===== config.mk =====
export PLATFORM = sky130hd
export DESIGN_NAME = mdu_hilo
export DESIGN_NICKNAME = d
export VERILOG_FILES = /design/src/rtl/mdu_pkg.sv /design/src/rtl/mdu_signfix.sv /design/src/rtl/mdu_hilo.sv
export SDC_FILE = /design/constraint.sdc
export NUM_CORES = 1
export LEC_CHECK = 0
export CAP_MARGIN = 20
export CORE_ASPECT_RATIO = 1.2
export CORE_MARGIN = 10
export CORE_UTILIZATION = 45
export CTS_BUF_LIST = sky130_fd_sc_hd__clkbuf_2 sky130_fd_sc_hd__clkbuf_4 sky130_fd_sc_hd__clkbuf_8
export DETAILED_ROUTE_END_ITERATION = 10
export PLACE_DENSITY = 0.75
export REMOVE_ABC_BUFFERS = 1
export SYNTH_ARGS = -nofsm -noshare
export SYNTH_HDL_FRONTEND = slang
export SYNTH_SLANG_ARGS = --single-unit

===== constraint.sdc =====
create_clock -name clk -period 9.84 [get_ports clk]
set_input_delay 1.968 -clock clk [delete_from_list [all_inputs] [get_ports clk]]
set_output_delay 1.968 -clock clk [all_outputs]
set_load 0.02 [all_outputs]

===== src/rtl/mdu_pkg.sv =====
// Shared constants for the HI/LO multiply/divide unit: op codes, FSM states,
// datapath width and iteration count.
package mdu_pkg;

  localparam int DATA_W = 32;
  localparam int ITER   = 32;

  localparam logic [1:0] MDU_MULT  = 2'b00;
  localparam logic [1:0] MDU_MULTU = 2'b01;
  localparam logic [1:0] MDU_DIV   = 2'b10;
  localparam logic [1:0] MDU_DIVU  = 2'b11;

  typedef enum logic [1:0] {
    S_IDLE = 2'd0,
    S_CALC = 2'd1,
    S_FIX  = 2'd2
  } state_t;

endpackage


===== src/rtl/mdu_signfix.sv =====
// Combinational conditional two's-complement negate; gives |x| when i_neg is
// the sign of x, and applies the result sign at the end of an operation.
module mdu_signfix #(
  parameter int W = 32
) (
  input  logic [W-1:0] i_val,
  input  logic         i_neg,
  output logic [W-1:0] o_val
);

  assign o_val = i_neg ? (~i_val + W'(1)) : i_val;

endmodule


===== src/rtl/mdu_hilo.sv =====
// Iterative MULT/MULTU/DIV/DIVU unit with HI/LO registers and MTHI/MTLO writes.
// Define MDU_ZERO_SHORTCUT_EN to finish operations with a zero operand in one cycle.
module mdu_hilo
  import mdu_pkg::*;
#(
  parameter int DATA_W = mdu_pkg::DATA_W,
  parameter int CNT_W  = 6
) (
  input  logic              clk,
  input  logic              rst_n,
  input  logic              MDU_start,
  input  logic [1:0]        MDU_op,
  input  logic [DATA_W-1:0] MDU_src_a,
  input  logic [DATA_W-1:0] MDU_src_b,
  input  logic              MDU_mthi,
  input  logic              MDU_mtlo,
  output logic              MDU_busy,
  output logic              MDU_done,
  output logic [DATA_W-1:0] MDU_hi,
  output logic [DATA_W-1:0] MDU_lo
);

  localparam int AW = 2 * DATA_W;

  state_t            r_state, w_state_nxt;
  logic [CNT_W-1:0]  r_cnt;
  logic              r_is_div;
  logic              r_neg_q;
  logic              r_neg_r;
  logic              r_div0;
  logic [DATA_W-1:0] r_opnd;
  logic [AW-1:0]     r_acc;
  logic [DATA_W-1:0] r_hi, r_lo;
  logic              r_done;

  // Operand decode and magnitudes
  logic              w_is_div, w_signed, w_a_neg, w_b_neg, w_b_zero, w_zero;
  logic [DATA_W-1:0] w_abs_a, w_abs_b;

  assign w_is_div = (MDU_op == MDU_DIV) || (MDU_op == MDU_DIVU);
  assign w_signed = (MDU_op == MDU_MULT) || (MDU_op == MDU_DIV);
  assign w_a_neg  = w_signed & MDU_src_a[DATA_W-1];
  assign w_b_neg  = w_signed & MDU_src_b[DATA_W-1];
  assign w_b_zero = (MDU_src_b == '0);

`ifdef MDU_ZERO_SHORTCUT_EN
  assign w_zero = (MDU_src_a == '0) || w_b_zero;
`else
  assign w_zero = 1'b0;
`endif

  mdu_signfix #(.W(DATA_W)) u_abs_a (.i_val(MDU_src_a), .i_neg(w_a_neg), .o_val(w_abs_a));
  mdu_signfix #(.W(DATA_W)) u_abs_b (.i_val(MDU_src_b), .i_neg(w_b_neg), .o_val(w_abs_b));

  // One shift-add multiply step: r_acc = {partial product, remaining multiplier bits}
  logic [DATA_W:0] w_mul_sum;
  logic [AW-1:0]   w_mul_nxt;

  assign w_mul_sum = {1'b0, r_acc[AW-1:DATA_W]} + (r_acc[0] ? {1'b0, r_opnd} : '0);
  assign w_mul_nxt = {w_mul_sum, r_acc[DATA_W-1:1]};

  // One restoring divide step: r_acc = {remainder, dividend/quotient bits}
  logic [DATA_W:0] w_div_part, w_div_rem;
  logic            w_div_ge;
  logic [AW-1:0]   w_div_nxt;

  assign w_div_part = r_acc[AW-1:DATA_W-1];
  assign w_div_ge   = (w_div_part >= {1'b0, r_opnd});
  assign w_div_rem  = w_div_ge ? (w_div_part - {1'b0, r_opnd}) : w_div_part;
  assign w_div_nxt  = {w_div_rem[DATA_W-1:0], r_acc[DATA_W-2:0], w_div_ge};

  // Sign correction applied at FIX
  logic [AW-1:0]     w_prod;
  logic [DATA_W-1:0] w_quo, w_rem, w_fix_hi, w_fix_lo;

  mdu_signfix #(.W(AW))     u_fix_prod (.i_val(r_acc),                 .i_neg(r_neg_q), .o_val(w_prod));
  mdu_signfix #(.W(DATA_W)) u_fix_quo  (.i_val(r_acc[DATA_W-1:0]),     .i_neg(r_neg_q), .o_val(w_quo));
  mdu_signfix #(.W(DATA_W)) u_fix_rem  (.i_val(r_acc[AW-1:DATA_W]),    .i_neg(r_neg_r), .o_val(w_rem));

  assign w_fix_hi = r_is_div ? w_rem : w_prod[AW-1:DATA_W];
  assign w_fix_lo = r_is_div ? (r_div0 ? '1 : w_quo) : w_prod[DATA_W-1:0];

  // NOTE: every always_comb output gets a default first so no path leaves it unassigned (no latch).
  always_comb begin
    w_state_nxt = r_state;
    case (r_state)
      S_IDLE:  if (MDU_start) w_state_nxt = w_zero ? S_FIX : S_CALC;
      S_CALC:  if (r_cnt == CNT_W'(ITER - 1)) w_state_nxt = S_FIX;
      S_FIX:   w_state_nxt = S_IDLE;
      default: w_state_nxt = S_IDLE;
    endcase
  end

  // NOTE: state updates use non-blocking assignments so all registers see pre-edge values.
  always_ff @(posedge clk or negedge rst_n) begin
    if (!rst_n) r_state <= S_IDLE;
    else        r_state <= w_state_nxt;
  end

  // NOTE: datapath registers are reset too, so an aborted operation leaves no stale partial state.
  always_ff @(posedge clk or negedge rst_n) begin
    if (!rst_n) begin
      r_cnt    <= '0;
      r_is_div <= 1'b0;
      r_neg_q  <= 1'b0;
      r_neg_r  <= 1'b0;
      r_div0   <= 1'b0;
      r_opnd   <= '0;
      r_acc    <= '0;
      r_hi     <= '0;
      r_lo     <= '0;
      r_done   <= 1'b0;
    end else begin
      r_done <= 1'b0;
      case (r_state)
        S_IDLE: begin
          if (MDU_start) begin
            r_cnt    <= '0;
            r_is_div <= w_is_div;
            r_neg_q  <= w_a_neg ^ w_b_neg;
            r_neg_r  <= w_a_neg;
            r_div0   <= w_is_div & w_b_zero;
            r_opnd   <= w_is_div ? w_abs_b : w_abs_a;
            // A zero-operand shortcut preloads the final magnitudes and goes straight to FIX
            if (w_zero)
              r_acc <= (w_is_div && w_b_zero) ? {w_abs_a, {DATA_W{1'b0}}} : '0;
            else
              r_acc <= {{DATA_W{1'b0}}, (w_is_div ? w_abs_a : w_abs_b)};
          end else begin
            if (MDU_mthi) r_hi <= MDU_src_a;
            if (MDU_mtlo) r_lo <= MDU_src_a;
          end
        end
        S_CALC: begin
          r_acc <= r_is_div ? w_div_nxt : w_mul_nxt;
          r_cnt <= r_cnt + CNT_W'(1);
        end
        S_FIX: begin
          r_hi   <= w_fix_hi;
          r_lo   <= w_fix_lo;
          r_done <= 1'b1;
        end
        default: ;
      endcase
    end
  end

  assign MDU_busy = (r_state != S_IDLE);
  assign MDU_done = r_done;
  assign MDU_hi   = r_hi;
  assign MDU_lo   = r_lo;

endmodule


==> impl_metrics.json <==
{
  "holdBufCountCts": 0,
  "worst_slew_pin_slew_ps": 1043,
  "synthFlopType": "dfrtp_1",
  "grt_antenna_before_repair": 0,
  "first_global_vias": 14960,
  "hold_slack_ps": 496.9,
  "synth-seq-cells": 173,
  "grt_first_pass_wirelength_um": 86660,
  "hold_violations": 0,
  "numPortBuffers": 136,
  "async_flop_share": 1.000,
  "cts_tree": "done",
  "synth_compound_area_frac": 0.2988,
  "swShare": 0.5246,
  "layout.nets": 2110,
  "combPwrFrac": 0.697,
  "ctsResizeCount": 0,
  "wl_per_cell_um": 23.26,
  "syn_area_per_cell_sq_um": 7.984,
  "drtIter0Drc": 1629,
  "viasPerCell": 6.347,
  "end_kind": "register",
  "maxCapViolations": 0,
  "synthAdderAreaFrac": 0.05903,
  "reg2reg_depth": 13,
  "dp_hpwl_um": 42850,
  "grt-ovfl-total": 0,
  "cts_root_buf": "clkbuf_8",
  "fin_setup_tns_ps": 0,
  "htree_levels": 4,
  "vias": 15440,
  "finalPower_mw": 7.001,
  "min_path_cells": 2,
  "drc_errors": 0,
  "postSynthCellCount": 1917,
  "peakVddDrop_uv": 154.7,
  "multi_input_area_sq_um": 10240,
  "cts_buffers": 17,
  "rows": 73,
  "die_x_um": 188.4,
  "die_y_um": 222.0,
  "clkSlewWorstSetupHoldPaths_ps": 90,
  "synthesis.area_sq_um": 15300,
  "ios": 137,
  "layout_commonest_cell": "a21oi_1",
  "ys_warn_count": 0,
  "drive_gt1_frac": 0.04846,
  "utilization": 0.5200,
  "final_cell_mix": "196 x a21oi_1, 183 x o21ai_0, 172 x dfrtp_1, 165 x nand2_1, 143 x nor2_1",
  "setup_viol": 0,
  "fillCellCount": 3199,
  "start_util": 0.4591,
  "cts.sinks": 173,
  "drv_slew": 0,
  "finalCriticalPeriod_ps": 4878,
  "pwr_density_cell_nw_per_um2": 403.9,
  "synth_top_family_by_area": "compound AO/OA/AOI/OAI gates",
  "crit_type": "primary input to register",
  "crit_path_max_fanout": 7,
  "clk-insertion-delay-late_ps": 510,
  "start_kind": "primary input",
  "synth_cell_type_count": 85,
  "place_congestion": 1.020,
  "min_period_over_period": 0.4957,
  "dpl_cell_area_sq_um": 16920,
  "power.internal_mw": 3.328,
  "synth_seq_area_share": 0.2829,
  "design.core.area_sq_um": 33340,
  "synth_xor_area_frac": 0.09442,
  "cp.required_ps": 10240,
  "grt_setup_unrepaired": "no",
  "syn2layout_area_growth_pct": 13.27,
  "hold_path.class": "register to register",
  "p_switching_mw": 3.673,
  "dieArea_sq_um": 41820,
  "ant_nets": 0,
  "synth_edf_count": 0,
  "first_pass_iters": 6,
  "postRouteWirelength_um": 56560,
  "grt_max_degree": 87,
  "slew_headroom": 0.3033,
  "synth-simple-area-share": 0.1727,
  "fin_area_sq_um": 17340,
  "seqPwrFrac": 0.228,
  "grtUsageTotal": 0.2600,
  "register_area_sq_um": 4330,
  "max_freq_ghz": 0.2050,
  "crit_arrival_ps": 5280,
  "post-cts-setup-buffers": 0,
  "finClkSkew_ps": 13.74,
  "status": "completed",
  "cts_max_path_buffers": 2,
  "synthMuxAreaShare": 0.04251,
  "clkPwrFrac": 0.075,
  "p_leak_nw": 7.101
}
[routing by layer]
metal | GRT usage | part of all wire | vias to the layer above
met1 | 0.3262 | 0.41 | 7514
met3 | 0.03697 | 0.067 | 89
met4 | 0.08993 | 0.029 | 0
met2 | 0.4451 | 0.49 | 668
li1 | - | - | 7164
met5 | 0 | 0 | -
[logic make-up (layout without fill, tap and decap cells)]
family,count (synthesis),count (layout)
simple gates,544,544
buf+inv,195,259
flops,173,173
other cells,0,1
compound gates,704,704
mux,65,65
fa+ha+maj,71,71
xor+xnor,165,165
[Yosys cell counts (32+ instances only)]
cell	number	area, sq um
nor2_1	145	544.3
clkbuf_1	114	427.9
o21ai_0	183	915.9
ha_1	69	863.3
nor3_1	36	180.2
xor2_1	75	656.9
xnor2_1	90	788.3
nand2_1	166	623.1
mux2i_1	65	650.6
dfrtp_1	173	4329
a22oi_1	58	435.4
inv_1	66	247.7
a221o_1	32	320.3
a21oi_1	196	980.9
a211oi_1	33	247.7
nand3_1	36	180.2
[stage by stage]
stage / setup slack (ps) / instances
2_1_floorplan: 5519 / 1788
3_3_place_gp: 4417 / 2398
3_5_place_dp: 4451 / 2398
4_1_cts: 4994 / 2430
5_1_grt: 4791 / 2431
6_report: 4962 / 2432
[power by group through the flow]
stage	clock (mW)	sequential [mW]	combinational, mW
floorplan	0	1.61	3.26
global placement	0	1.59	4.73
detailed placement	0	1.59	4.81
CTS	0.530	1.58	4.83
global route	0.556	1.64	5.35
finish	0.523	1.60	4.88
[area by class of cell]
class | instances | area share
antenna | 1 | 0.0001444
clock buffer | 18 | 0.01393
clock inverter | 14 | 0.008228
inverter | 66 | 0.01429
multi-input combinational | 1549 | 0.5908
sequential | 173 | 0.2498
tap | 450 | 0.03248
timing repair buffer | 161 | 0.09029
[state kept, by name, summed over array words and instances (netlist names), 2 cells and up]
signal	flops
r_acc	64
MDU_hi	32
MDU_lo	32
r_opnd	32
r_cnt	6
r_state	2
[critical path, stage by stage]
cell	delay [ps]
clkdlybuf4s50_1	510
inv_1	100
ha_1	170
or4b_2	680
nor4_1	690
a21o_1	370
nand2_1	110
xnor2_1	180
nor2_1	50
a21oi_1	110
nor2_1	50
o31a_1	270
[worst paths after layout]
check | startpoint | endpoint | slack (ps)
max in group asynchronous | rst_n | r_is_div | 6430
min reg2reg | r_opnd[2] | r_opnd[2] | 500
min in group asynchronous | rst_n | r_cnt[3] | 1450
max reg2reg | r_acc[0] | r_acc[60] | 5930
max | MDU_src_a[0] | r_acc[24] | 4960
min | r_opnd[2] | r_opnd[2] | 500
No activity file was read; power rests on OpenSTA's default activity.
